===== src/rtl/fifo_pkg.sv =====
// fifo_pkg: constants and types shared by sync_fifo, its drain stage
// (fifo_stream_reader / stream_skid_buf) and their benches.
//   DEFAULT_DATA_WIDTH / DEFAULT_PKT_LEN : default word width and packet length
//   SKID_DEPTH                           : entries in the drain skid buffer
//   word_t                               : one FIFO word at the default width
package fifo_pkg;

    localparam int DEFAULT_DATA_WIDTH = 32;
    localparam int DEFAULT_PKT_LEN    = 8;
    localparam int SKID_DEPTH         = 3;
    localparam int SKID_CNT_W         = 2;

    typedef logic [DEFAULT_DATA_WIDTH-1:0] word_t;
    typedef logic [SKID_CNT_W-1:0]         skid_cnt_t;

    // Advance a skid-buffer pointer around the 3-entry ring.
    function automatic skid_cnt_t skid_ptr_inc(input skid_cnt_t p);
        return (p == skid_cnt_t'(SKID_DEPTH - 1)) ? skid_cnt_t'(0) : p + skid_cnt_t'(1);
    endfunction

endpackage


===== src/rtl/stream_skid_buf.sv =====
// stream_skid_buf: 3-entry circular buffer absorbing the FIFO read latency.
//   clk, reset     : clock, synchronous active-low reset
//   push/push_data : write push_data at the tail this cycle
//   pop            : remove the head entry this cycle (ignored when empty)
//   head_data      : oldest entry (meaningless when count == 0)
//   count          : occupancy 0..3
// A push and a pop in the same cycle leave count unchanged; a push into a
// full buffer is only honoured when a pop frees the slot in the same cycle.
module stream_skid_buf
    import fifo_pkg::*;
#(
    parameter int DATA_WIDTH = DEFAULT_DATA_WIDTH
) (
    input  logic                  clk,
    input  logic                  reset,
    input  logic                  push,
    input  logic [DATA_WIDTH-1:0] push_data,
    input  logic                  pop,
    output logic [DATA_WIDTH-1:0] head_data,
    output skid_cnt_t             count
);

    logic [DATA_WIDTH-1:0] mem_q [SKID_DEPTH];
    logic [DATA_WIDTH-1:0] mem_d [SKID_DEPTH];
    skid_cnt_t             head_q, head_d;
    skid_cnt_t             tail_q, tail_d;
    skid_cnt_t             count_q, count_d;
    logic                  pop_ok;
    logic                  push_ok;

    always_comb begin
        mem_d   = mem_q;
        head_d  = head_q;
        tail_d  = tail_q;
        count_d = count_q;
        pop_ok  = pop && (count_q != skid_cnt_t'(0));
        push_ok = push && ((count_q != skid_cnt_t'(SKID_DEPTH)) || pop_ok);

        if (push_ok) begin
            mem_d[tail_q] = push_data;
            tail_d        = skid_ptr_inc(tail_q);
        end
        if (pop_ok) begin
            head_d = skid_ptr_inc(head_q);
        end
        count_d = count_q + skid_cnt_t'(push_ok) - skid_cnt_t'(pop_ok);
    end

    always_ff @(posedge clk) begin
        if (!reset) begin
            head_q  <= '0;
            tail_q  <= '0;
            count_q <= '0;
        end else begin
            head_q  <= head_d;
            tail_q  <= tail_d;
            count_q <= count_d;
        end
    end

    // Storage needs no reset: entries are only read once counted valid.
    always_ff @(posedge clk) begin
        mem_q <= mem_d;
    end

    assign head_data = mem_q[head_q];
    assign count     = count_q;

endmodule


===== src/rtl/fifo_stream_reader.sv =====
// fifo_stream_reader: drains a sync_fifo into a valid/ready stream framed
// into PKT_LEN-word packets.
//   clk, reset          : clock, synchronous active-low reset
//   fifo_dout           : FIFO data, valid the cycle after an accepted read
//   fifo_empty          : FIFO empty flag
//   fifo_read_en        : read request (from registered state + fifo_empty only)
//   out_data/out_valid  : stream word (skid head) and its valid
//   out_ready           : consumer accepts the word this cycle
//   out_last            : word is PKT_LEN-1 of its packet
//   pkt_count           : completed packets, wrapping
module fifo_stream_reader
    import fifo_pkg::*;
#(
    parameter int DATA_WIDTH = DEFAULT_DATA_WIDTH,
    parameter int PKT_LEN    = DEFAULT_PKT_LEN,
    parameter int CNT_WIDTH  = 16
) (
    input  logic                  clk,
    input  logic                  reset,
    input  logic [DATA_WIDTH-1:0] fifo_dout,
    input  logic                  fifo_empty,
    output logic                  fifo_read_en,
    output logic [DATA_WIDTH-1:0] out_data,
    output logic                  out_valid,
    input  logic                  out_ready,
    output logic                  out_last,
    output logic [CNT_WIDTH-1:0]  pkt_count
);

    localparam int                IDX_W    = (PKT_LEN > 1) ? $clog2(PKT_LEN) : 1;
    localparam logic [IDX_W-1:0]  LAST_IDX = IDX_W'(PKT_LEN - 1);

    skid_cnt_t             occ;
    logic [DATA_WIDTH-1:0] head_data;
    logic                  inflight_q, inflight_d;
    logic [IDX_W-1:0]      word_idx_q, word_idx_d;
    logic [CNT_WIDTH-1:0]  pkt_count_q, pkt_count_d;
    logic                  handshake;

    // Reserve a skid slot for every read still in flight, so a returning
    // word always has room even if the consumer stalls; this keeps
    // out_ready out of the read-enable path.
    always_comb begin
        fifo_read_en = reset && !fifo_empty &&
                       (({1'b0, occ} + {2'b00, inflight_q}) < 3'd3);
        inflight_d   = fifo_read_en;
    end

    always_comb begin
        out_valid = (occ != skid_cnt_t'(0));
        out_last  = out_valid && (word_idx_q == LAST_IDX);
        out_data  = out_valid ? head_data : '0;
        handshake = out_valid && out_ready;
    end

    always_comb begin
        word_idx_d  = word_idx_q;
        pkt_count_d = pkt_count_q;
        if (handshake) begin
            word_idx_d = (word_idx_q == LAST_IDX) ? '0 : word_idx_q + IDX_W'(1);
            if (out_last) begin
                pkt_count_d = pkt_count_q + CNT_WIDTH'(1);
            end
        end
    end

    always_ff @(posedge clk) begin
        if (!reset) begin
            inflight_q  <= 1'b0;
            word_idx_q  <= '0;
            pkt_count_q <= '0;
        end else begin
            inflight_q  <= inflight_d;
            word_idx_q  <= word_idx_d;
            pkt_count_q <= pkt_count_d;
        end
    end

    assign pkt_count = pkt_count_q;

    // The word on fifo_dout is captured whenever the previous cycle issued a
    // read; during reset the buffer clears, dropping that word.
    stream_skid_buf #(
        .DATA_WIDTH (DATA_WIDTH)
    ) u_skid (
        .clk       (clk),
        .reset     (reset),
        .push      (inflight_q),
        .push_data (fifo_dout),
        .pop       (handshake),
        .head_data (head_data),
        .count     (occ)
    );

endmodule

===== config.mk =====
export PLATFORM = sky130hd
export DESIGN_NAME = fifo_stream_reader
export DESIGN_NICKNAME = d
export VERILOG_FILES = /design/src/rtl/fifo_pkg.sv /design/src/rtl/stream_skid_buf.sv /design/src/rtl/fifo_stream_reader.sv
export SDC_FILE = /design/constraint.sdc
export NUM_CORES = 1
export LEC_CHECK = 0
export ABC_AREA = 1
export CAP_MARGIN = 20
export CORE_ASPECT_RATIO = 1.1
export CORE_MARGIN = 2
export CORE_UTILIZATION = 30
export CTS_BUF_LIST = sky130_fd_sc_hd__clkbuf_8
export DETAILED_ROUTE_END_ITERATION = 6
export PLACE_DENSITY = 0.61
export SLEW_MARGIN = 20
export SYNTH_ARGS = -nofsm -noshare
export SYNTH_HDL_FRONTEND = slang
export SYNTH_HIERARCHICAL = 1
export SYNTH_SLANG_ARGS = --single-unit

===== constraint.sdc =====
create_clock -name clk -period 5.5 [get_ports clk]
set_input_delay 0.55 -clock clk [delete_from_list [all_inputs] [get_ports clk]]
set_output_delay 0.55 -clock clk [all_outputs]
set_load 0.03 [all_outputs]

## Word-level counts from Yosys, hierarchy flattened

Index checks and enable logic that the tools add are counted.

| word-level totals | value |
|---|---|
| register bits | 122 |
| input port bits | 36 |
| output and inout bits | 51 |

| cells by class | value |
|---|---|
| $add $sub $neg | 7 |
| magnitude comparators | 4 |
| equality and inequality tests | 4 |
| multiplexer cells | 10 |
| bitwise operators | 2 |
| reductions and logical operators | 11 |

Operators with widths:

| operator | number |
|---|---|
| $mux 32 | 4 |
| $bwmux 96 | 1 |
| $bmux 32 s2 | 1 |
| $demux 32 s2 | 1 |
| $add 16x1->16 const B | 1 |
| $logic_and 1x1->1 | 7 |
| $ge 3x3->1 const B | 2 |
| $not 2->3 | 2 |
| $add 2x1->2 const B | 2 |
| $eq 2x2->1 const B | 2 |
| $mux 2 | 2 |
| $add 2x1->3 | 1 |
| $add 3x1->3 const B | 1 |
| $eq 3x3->1 const B | 1 |
| $lt 3x1->1 const B | 1 |
| $lt 3x2->1 const B | 1 |
| $mux 3 | 1 |
| $add 2x1->2 | 1 |
| $ne 2x2->1 const B | 1 |
| $reduce_and 2->1 | 1 |
| $reduce_bool 2->1 | 1 |
| $sub 2x1->2 | 1 |
| $logic_not 1->1 | 1 |
| $logic_or 1x1->1 | 1 |

## Depth between registers and ports, before layout

Gate-level depths: netlist of the first run.

| depth | value |
|---|---|
| depth in word-level cells | 7 |
| mapped depth | 14 |

## Hierarchy

The synthesis of the first run kept the hierarchy.

By module, submodules not included:

| module | times used | cells an instance | area an instance (um^2) | seq. area each (um^2) |
|---|---|---|---|---|
| stream_skid_buf | 1 | 279 | 3,776.1 | 3,002.9 |
| fifo_stream_reader | 1 | 230 | 1,388.8 | 400.4 |

## Least setup slack after synthesis of the first run

No wires, ideal clock.

| path | value |
|---|---|
| path kind | flip-flop to flip-flop |
| from | reg u_skid.count_q[1], in the netlist u_skid/count[1] |
| to | reg u_skid/mem_q[0] (netlist name) (enable) |
| setup time | 421 ps |
| data arrival time | 2,395 ps |
| slack | 2,684 ps |
| cell stages (with the launch flop) | 9 |
| period minus slack after synthesis | 2,816 ps |
| cells stage by stage | dfxtp_1 -> inv_2 -> nand2_4 -> nand2_1 -> inv_1 -> inv_1 -> nand3_1 -> nand2_1 -> nor2_1 |

| between the ends | value |
|---|---|
| cells in the longest elaborated chain, start to end | 5 |
| elaborated cells between the ends (all ways) | 6 |
| those cells by class | eq/ne (1); reduce/logical (5) |

Ends and longest elaborated chain:

| element | RTL line | source |
|---|---|---|
| from (decl) | stream_skid_buf.sv:27 | `skid_cnt_t count_q, count_d;` |
| from (signal assigned) | stream_skid_buf.sv:57 | `count_q <= count_d;` |
| $reduce_bool 2->1 | fifo_stream_reader.sv:50 | `out_valid = (occ != skid_cnt_t'(0));` |
| via out_valid | fifo_stream_reader.sv:24 | `output logic out_valid,` |
| $logic_and 1x1->1 | fifo_stream_reader.sv:53 | `handshake = out_valid && out_ready;` |
| via handshake | fifo_stream_reader.sv:38 | `logic handshake;` |
| $logic_and 1x1->1 | stream_skid_buf.sv:36 | `pop_ok = pop && (count_q != skid_cnt_t'(0));` |
| $logic_or 1x1->1 | stream_skid_buf.sv:37 | `push_ok = push && ((count_q != skid_cnt_t'(SKID_DEPTH)) \|\| pop_ok);` |
| $logic_and 1x1->1 | stream_skid_buf.sv:37 |  |
| to (signal assigned) | stream_skid_buf.sv:63 | `mem_q <= mem_d;` |
| to (decl) | stream_skid_buf.sv:23 | `logic [DATA_WIDTH-1:0] mem_q [SKID_DEPTH];` |

The timed path passes the listed nets, and every way through them passes these cells.
A chain may end at the register's enable or synchronous reset.

## Worst setup path after layout of the first run

| path | value |
|---|---|
| from | reg u_skid.head_q[1] |
| to | out out_data[31] |

| between the ends | value |
|---|---|
| cells in the longest elaborated chain, start to end | 5 |

Ends and longest elaborated chain:

| element | RTL line | source |
|---|---|---|
| from (decl) | stream_skid_buf.sv:25 | `skid_cnt_t head_q, head_d;` |
| from (signal assigned) | stream_skid_buf.sv:51 | `head_q <= '0;` |
| from (signal assigned) | stream_skid_buf.sv:55 | `head_q <= head_d;` |
| $not 2->3 (not written as such) | stream_skid_buf.sv:66 | `assign head_data = mem_q[head_q];` |
| $bmux 32 s2 | stream_skid_buf.sv:66 |  |
| $mux 32 (not written as such) (2 in a row) | stream_skid_buf.sv:66 |  |
| via head_data[31] | fifo_stream_reader.sv:34 | `logic [DATA_WIDTH-1:0] head_data;` |
| $mux 32 | fifo_stream_reader.sv:52 | `out_data = out_valid ? head_data : '0;` |
| to (decl) | fifo_stream_reader.sv:23 | `output logic [DATA_WIDTH-1:0] out_data,` |

The timed path passes the listed nets, and every way through them passes these cells. The select of a mux whose other input is x is not followed.

==> impl_metrics.yaml, run 1 <==
status:
  status: "complete, no violations"
yosys:
  async_flop_share_pct: 0
  yosysWarnings: 6
  synth_nets: 552
  syn-cell-area_sq_um: 5160
  synth_area_leaders: "edfxtp_1 56%, nand2_1 10%, dfxtp_1 10%"
  ys_seq_elements: 122
  synth.top_cell.area_share_pct: 55.8
  synth_edf_count: 96
  yosysTopAreaCell: "edfxtp_1"
  synth.distinct_cells: 29
  synth_cells: 509
  yosysSeqAreaShare_pct: 65.9
  avgSynthCellArea_sq_um: 10.1
  synthFlopType: "edfxtp_1"
power_and_ir_drop:
  power_density_nw_per_um2: 327
  max-vdd-ir-drop_mv: 0.114
  power_mw: 2.18
  p_leak_nw: 2.52
cells_and_area:
  mostFrequentLayoutCell: "nand2_1"
  ff_latch_area_sq_um: 3400
  diodes: 0
  stdcell_area_sq_um: 6680
  fillers: 1658
  nets: 645
  multi_input_area_sq_um: 1450
  finalNonFillerCells: 849
  drive_gt1_share_pct: 8.78
  area_growth_syn_to_layout_pct: 29.3
  most-common-layout-cells: "141 x nand2_1, 96 x edfxtp_1, 86 x clkdlybuf4s50_1"
grt:
  grt_usage_pct: 12.7
  grt_pass1_vias: 3630
  grt_pass1_wl_mm: 17.7
  overflow: 0
  grt_max_degree: 34
  antenna_found_initial: 0
clock_network:
  clk_latency_ns: 0.43
  ctsResizeCount: 0
  cts_tree: "done"
  cts_sinks: 122
  ctsLongestPathBuffers: 2
  ctsHoldBuffers: 0
  clkTransAtPathRegs_ns: 0.08
  cts_root_buffer: "clkbuf_8"
  cts_made_buffers: 17
  htree_num_levels: 4
  cts_setup_buffers: 0
sta:
  rsz0062_at_grt: "no"
  relSlewSlack_pct: 29.2
  finalSetupViolCount: 0
  fin_crit_sh_pct: 61.1
  holdWs_ns: 0.508
  final_max_slew_viol_count: 0
  fin_crit_ns: 3.36
  skew_ns: 0.0123
  max_freq_mhz: 298
  hold_violations: 0
  tns_ns: 0
  tightestPinTransition_ns: 1.06
floorplanning:
  die_w_microns: 129
  pin_count: 87
  start_util_pct: 30.5
  die_area_sq_um: 18300
  rows: 50
  core_sq_um: 17000
  die_h_microns: 142
detailed_routing:
  drtIter0Drc: 192
  wirelength_mm: 11.1
  ant_nets: 0
  vias_per_cell: 4.39
  vias: 3730
  post_drt_wl_per_cell_microns: 13.1
  drt_first_pass_iters: 4
  drc_errors: 0
worst_setup_path:
  endpoint_kind: "output pin"
  cp-start-kind: "flop"
  required_ns: 4.95
  cp_max_fo: 32
  arrival_ns: 2.81
  reg2reg_from: "u_skid/count[1]"
  critPathKind: "reg -> out"
  crit_start: "u_skid/head_q[1]"
  rrSetupSlack_ns: 3.12
place:
  portBuffers: 86
  gp_congestion: 0.854
  placed_cell_area_sq_um: 6260
  numPlacedInstances: 817
  place.detailed.hpwl_mm: 7.15
job:
  max_cap_violations: 0
worst_hold_path:
  min-delay-start: "word_idx_q[1]"
  min_path_type: "reg -> reg"
==> per-stage QoR <==
stage                     worst slack (ns)  utilization, %
after global routing                  1.92            39.4
after floorplan                       2.68               -
after global placement                2.16            36.9
after CTS                             2.07            39.4
final                                 2.14            39.4
after detailed placement              2.17            36.9
==> sequential cells by signal, summed over array words and instances (netlist names) <==
| name | count |
|---|---|
| u_skid/mem_q | 96 |
| pkt_count | 16 |
| word_idx_q | 3 |
| u_skid/count | 2 |
| u_skid/head_q | 2 |
| u_skid/tail_q | 2 |
| inflight_q | 1 |
==> synth_stat cells (3+ instances only) <==
master,n
edfxtp_1,96
nand3_1,45
o21ai_0,9
a21oi_1,8
nand2_1,141
a21oi_2,3
nor2_2,4
inv_1,57
ha_1,7
dfxtp_1,26
buf_2,7
inv_2,3
nor2_4,5
nor2_1,76
buf_4,5
==> metal layers <==
metal,part of all wire (%),vias up,global-route usage [%]
met5,0,-,0
met4,1.9,0,5.26
met3,5.8,20,4.11
met2,50,102,21.5
met1,42,1774,14.8
li1,-,1834,-
==> area by class of cell <==
class / instances / share of cell area (%)
multi-input combinational: 311 / 21.7
clock inverter: 15 / 2.73
timing repair buffer: 89 / 13.2
tap: 234 / 4.38
inverter: 61 / 3.50
clock buffer: 17 / 3.50
sequential: 122 / 50.9
==> critical path, stage by stage, from the launching register on <==
cell and delay (ns):
dfxtp_1 0.47, inv_2 0.07, nor2_4 0.69, nand2_1 0.12, nand3_1 0.13, inv_1 0.04
nor2_1 0.15, clkdlybuf4s50_1 0.71
==> power by group <==
| part | leakage (nW) | switching [mW] | internal [mW] | total (mW) |
|---|---|---|---|---|
| Combinational | 1.23 | 0.195 | 0.121 | 0.316 |
| Clock | 0.207 | 0.345 | 0.485 | 0.830 |
| Sequential | 1.09 | 0.0119 | 1.02 | 1.04 |
| Total | 2.52 | 0.552 | 1.63 | 2.18 |
==> cell families (layout without fill, tap and decap cells) <==
group	count (synthesis)	count (layout)	synth area share, %
compound gates	21	21	2.35
xor+xnor	1	1	0.170
fa+ha+maj	7	7	1.70
buf+inv	76	182	6.37
flops	122	122	65.9
simple gates	282	282	23.5
==> final timing paths <==
check                                         to  cells after the start
worst min-delay path               word_idx_q[1]                      2
worst min register to register     word_idx_q[1]                      2
worst max-delay path                out_data[31]                      7
worst max register to register  u_skid/mem_q[11]                      8
Power figures use the tool's default switching activity.
==> run 2, diff against run 1 <==
--- a/config.mk
+++ b/config.mk
@@ -12,7 +12,7 @@
 export CORE_UTILIZATION = 30
 export CTS_BUF_LIST = sky130_fd_sc_hd__clkbuf_8
 export DETAILED_ROUTE_END_ITERATION = 6
-export PLACE_DENSITY = 0.61
+export PLACE_DENSITY = 0.63
 export SLEW_MARGIN = 20
 export SYNTH_ARGS = -nofsm -noshare
 export SYNTH_HDL_FRONTEND = slang
==> constraint.sdc (replaced) <==
create_clock -name clk -period 2.7 [get_ports clk]
set_input_delay 0.27 -clock clk [delete_from_list [all_inputs] [get_ports clk]]
set_output_delay 0.27 -clock clk [all_outputs]
set_load 0.03 [all_outputs]
==> run 2 against run 1 <==
Net effect: sequential power increased by 100%; via count decreased by 1.1%; utilization increased by 0.89 points; routed wire length increased by 0.14%; highest routed layer unchanged.
==> impl_metrics.yaml, run 2 (same netlist as run 1, synthesis figures left out) <==
status:
  status: "complete, no violations"
sta:
  skew_ns: 0.00762
  tightestPinTransition_ns: 0.387
  fin_crit_ns: 2.54
  final_max_slew_viol_count: 0
  fin_crit_sh_pct: 94.0
  hold_violations: 0
  rsz0062_at_grt: "no"
  relSlewSlack_pct: 74.1
  max_freq_mhz: 394
  holdWs_ns: 0.434
  finalSetupViolCount: 0
  tns_ns: 0
worst_setup_path:
  cp-start-kind: "flop"
  cp_max_fo: 32
  endpoint_kind: "output pin"
  critical_path_buf_inv_count: 4
  required_ns: 2.43
  critical_path_depth: 8
  worst_path_dominant_cell_family: "buffers and inverters"
  crit_start: "u_skid/head_q[1]"
  reg2reg_to: "u_skid/count[1]"
  arrival_ns: 2.27
  reg2regPathDepth: 14
  cp_cell_sequence: "inv_2 > nor2_4 > buf_12 > nand2_1 > nand3_1 > inv_1 > nor2_1 > clkdlybuf4s50_1"
  rrSetupSlack_ns: 0.60
  reg2reg_from: "u_skid/count[1]"
  critPathKind: "reg -> out"
  endpoint: "out_data[17]"
  slowest_stage: "clkdlybuf4s50_1"
  cpPeakStageDelay_ns: 0.69
clock_network:
  htree_num_levels: 4
  clkTransAtPathRegs_ns: 0.07
  cts_tree: "done"
  cts_root_buffer: "clkbuf_8"
  cts_sinks: 122
  ctsLongestPathBuffers: 2
  clk_latency_ns: 0.43
  cts_made_buffers: 17
  ctsHoldBuffers: 0
cells_and_area:
  drive_gt1_share_pct: 10.7
  area_growth_syn_to_layout_pct: 32.3
  diodes: 0
  top_register: "u_skid/mem_q"
  largest_reg_flops: 96
  mostFrequentLayoutCell: "nand2_1"
  nets: 655
  most-common-layout-cells: "141 x nand2_1, 96 x edfxtp_1, 75 x nor2_1"
  fillers: 1677
detailed_routing:
  wirelength_mm: 11.2
  vias_per_cell: 4.30
  drc_errors: 0
  ant_nets: 0
  vias: 3690
  drtIter0Drc: 119
  drt_first_pass_iters: 4
  post_drt_wl_per_cell_microns: 13.0
floorplanning:
  pin_count: 87
  die_area_sq_um: 18300
  die_w_microns: 129
  rows: 50
  start_util_pct: 30.5
  core_sq_um: 17000
  die_h_microns: 142
power_and_ir_drop:
  switching_share_pct: 26.1
  p_int_mw: 3.26
  p_leak_nw: 2.81
  seq_power_share_pct: 47.8
  pwr-share-clk_pct: 37.1
  power_density_nw_per_um2: 646
  power_switching_mw: 1.15
  combPwrFrac_pct: 15.1
  max-vdd-ir-drop_mv: 0.350
place:
  place.detailed.hpwl_mm: 7.54
  gp_congestion: 0.872
  portBuffers: 86
job:
  max_cap_violations: 0
grt:
  overflow: 0
  grt_pass1_vias: 3652
  grt_usage_pct: 13.2
  grt_max_degree: 33
  grt_pass1_wl_mm: 18.3
  antenna_found_initial: 0
worst_hold_path:
  min_path_type: "in -> reg"
## run 2: how the worst min path moves through the flow
stage | from | end | slack, ns | cells past startpoint
floorplan | fifo_empty | inflight_q | 0.35 | 1
global placement | u_skid/tail_q[0] | u_skid/tail_q[0] | 0.46 | 2
detailed placement | u_skid/tail_q[0] | u_skid/tail_q[0] | 0.49 | 2
CTS | fifo_empty | inflight_q | 0.41 | 2
global route | fifo_empty | inflight_q | 0.41 | 2
finish | fifo_empty | inflight_q | 0.43 | 2
## run 2: metrics by stage
step	setup slack (ns)	util, %	instances	power [mW]	instance area, sq um
global placement	0.381	37.7	827	2.82	6390
CTS	0.0435	40.1	859	4.49	6800
floorplan	0.410	-	509	2.53	5170
global route	0.000485	40.3	859	4.62	6830
detailed placement	0.331	37.7	827	2.84	6390
finish	0.161	40.3	859	4.41	6830
## run 2: area by class of cell
type | instances | area, sq um | share of cell area (%)
clock buffer | 17 | 234 | 3.42
clock inverter | 15 | 176 | 2.58
inverter | 61 | 234 | 3.42
multi-input combinational | 311 | 1450 | 21.2
sequential | 122 | 3400 | 49.8
tap | 234 | 293 | 4.29
timing repair buffer | 99 | 1040 | 15.2
## run 2: what timing repair did
item,4_1_cts,5_1_grt
endpoints found under the setup margin,0,14
gates resized for setup,0,14
buffers inserted,0,0
## run 2: power by group through the flow
stage          registers [mW]  logic [mW]  clock network (mW)
2_1_floorplan            2.15       0.383                   0
3_3_place_gp             2.15       0.677                   0
6_report                 2.11       0.665                1.64
4_1_cts                  2.11       0.687                1.69
3_5_place_dp             2.15       0.685                   0
5_1_grt                  2.11       0.731                1.77
## run 2: layer usage
layer,GRT usage [%],up-vias,wire [microns]
met2,22.7,86,5680
met1,15.7,1738,4920
met5,0,-,0
li1,-,1858,-
met3,4.37,8,490
met4,4.12,0,75
==> run 3, diff against run 2 <==
--- a/config.mk
+++ b/config.mk
@@ -11,8 +11,11 @@
 export CORE_MARGIN = 2
 export CORE_UTILIZATION = 30
 export CTS_BUF_LIST = sky130_fd_sc_hd__clkbuf_8
+export CTS_CLUSTER_DIAMETER = 200
 export DETAILED_ROUTE_END_ITERATION = 6
+export MAX_ROUTING_LAYER = met4
 export PLACE_DENSITY = 0.63
+export SETUP_SLACK_MARGIN = 0.4
 export SLEW_MARGIN = 20
 export SYNTH_ARGS = -nofsm -noshare
 export SYNTH_HDL_FRONTEND = slang
==> run 3 against run 2 <==
Net effect: worst hold slack improved by 0.0085 ns; utilization decreased by 0.40 points; via count is 0.70% higher; die area did not move.
==> impl_metrics.yaml, run 3 (same netlist as run 1, synthesis figures left out) <==
cells_and_area:
  most-common-layout-cells: "141 x nand2_1, 96 x edfxtp_1, 75 x nor2_1"
  multi_input_area_sq_um: 1470
  final_util_pct: 39.9
  top_register: "u_skid/mem_q"
  ff_latch_area_sq_um: 3410
  largest_reg_flops: 96
  drive_gt1_share_pct: 16.2
  area_growth_syn_to_layout_pct: 31.0
  nets: 658
  fillers: 1684
  mostFrequentLayoutCell: "nand2_1"
  diodes: 0
power_and_ir_drop:
  p_leak_nw: 2.65
  power_density_nw_per_um2: 650
  max-vdd-ir-drop_mv: 0.349
  power_mw: 4.40
status:
  status: "complete, no violations"
clock_network:
  ctsHoldBuffers: 0
  clk_latency_ns: 0.43
  htree_num_levels: 4
  ctsLongestPathBuffers: 2
  cts_made_buffers: 17
  cts_tree: "done"
  clkTransAtPathRegs_ns: 0.07
  cts_root_buffer: "clkbuf_8"
  cts_sinks: 122
sta:
  finalSetupViolCount: 0
  tightestPinTransition_ns: 0.334
  hold_violations: 0
  relSlewSlack_pct: 77.6
  rsz0062_at_grt: "no"
  tns_ns: 0
  max_freq_mhz: 467
  fin_crit_sh_pct: 79.4
  skew_ns: 0.00632
  fin_crit_ns: 2.14
  final_max_slew_viol_count: 0
worst_setup_path:
  critPathKind: "reg -> out"
  arrival_ns: 1.87
  worst_path_dominant_cell_family: "buffers and inverters"
  critical_path_buf_inv_count: 4
  crit_start: "u_skid/head_q[1]"
  cpPeakStageDelay_ns: 0.40
  required_ns: 2.43
  slowest_stage: "dfxtp_2"
  cp_max_fo: 32
  cp-start-kind: "flop"
  reg2reg_from: "u_skid/count[1]"
  endpoint_kind: "output pin"
  cp_cell_sequence: "inv_2 > nor2_4 > buf_12 > nand2_1 > nand3_1 > inv_1 > nor2_1 > dlygate4sd2_1"
grt:
  grt_usage_pct: 13.6
  overflow: 0
  antenna_found_initial: 0
  grt_max_degree: 33
  grt_pass1_vias: 3660
  grt_pass1_wl_mm: 18.4
floorplanning:
  die_area_sq_um: 18300
  die_w_microns: 129
  start_util_pct: 30.5
  pin_count: 87
  rows: 50
  die_h_microns: 142
  core_sq_um: 17000
detailed_routing:
  drtIter0Drc: 125
  drc_errors: 0
  wl_met3_microns: 553
  drt_first_pass_iters: 6
  ant_nets: 0
  met1_length_mm: 5.06
  post_drt_wl_per_cell_microns: 13.3
  wl_met2_mm: 5.73
  wirelength_mm: 11.5
  vias_per_cell: 4.31
  vias: 3716
  route.top_layer_used: "met4"
job:
  max_cap_violations: 0
place:
  gp_congestion: 0.886
  place.detailed.hpwl_mm: 7.54
  portBuffers: 86
worst_hold_path:
  min_path_type: "in -> reg"
  min-delay-start: "fifo_dout[3]"
[run 3: cell count changes in the layout (fill, tap and decap cells not counted), sizes merged]
| cell | change |
|---|---|
| buf | +2 |
| clkbuf | +22 |
| clkdlybuf4s15 | +7 |
| clkdlybuf4s50 | -19 |
| dlygate4sd2 | +5 |
| dlymetal6s2s | -14 |
[run 3: worst reg2reg max path, delay by kind of cell, from the launching register on]
kind / cells / cell delay [ns]
and+or+nand+nor: 7 / 0.60
adders and majority gates: 2 / 0.45
xor gates and xnor gates: 1 / 0.18
buffers and inverters: 4 / 0.33
DFF: 1 / 0.38
[run 3: path summary, 6_finish.rpt]
kind	endpoint	slack, ns	cells after the start
max reg2reg	u_skid/count[1]	0.67	14
min	u_skid/mem_q[3]	0.44	1
max	out_data[27]	0.56	8
min reg2reg	u_skid/tail_q[0]	0.50	2
[run 3: per-stage QoR]
step / instances / cell area [sq um] / worst slack (ns) / hold slack (ns)
global placement: 827 / 6390 / 0.381 / 0.462
CTS: 859 / 6790 / 0.325 / 0.410
detailed placement: 827 / 6390 / 0.331 / 0.487
global route: 862 / 6760 / 0.401 / 0.418
floorplan: 509 / 5170 / 0.410 / 0.346
finish: 862 / 6760 / 0.557 / 0.442
[run 3: routing by layer]
metal / up-vias / GRT usage [%]
li1: 1862 / -
met1: 1746 / 15.8
met2: 98 / 22.8
met3: 10 / 4.03
met4: 0 / 4.12
met5: - / -
[run 3: what timing repair did]
action,CTS,global route
gates resized for setup,57,37
setup endpoints to repair,34,34
pin swaps,0,1
cloned,0,1
buffers inserted,0,2
[run 3: area by class of cell]
class | instances | share of cell area [%]
clock buffer | 17 | 3.46
clock inverter | 15 | 2.61
inverter | 61 | 3.46
multi-input combinational | 311 | 21.7
sequential | 122 | 50.4
tap | 234 | 4.33
timing repair buffer | 102 | 14.1
[run 3: where the power goes]
| part | leakage (nW) | internal (mW) | switching [mW] |
|---|---|---|---|
| logic | 1.36 | 0.231 | 0.411 |
| registers | 1.09 | 2.09 | 0.0236 |
| clock network | 0.203 | 0.912 | 0.731 |
| total | 2.65 | 3.23 | 1.17 |
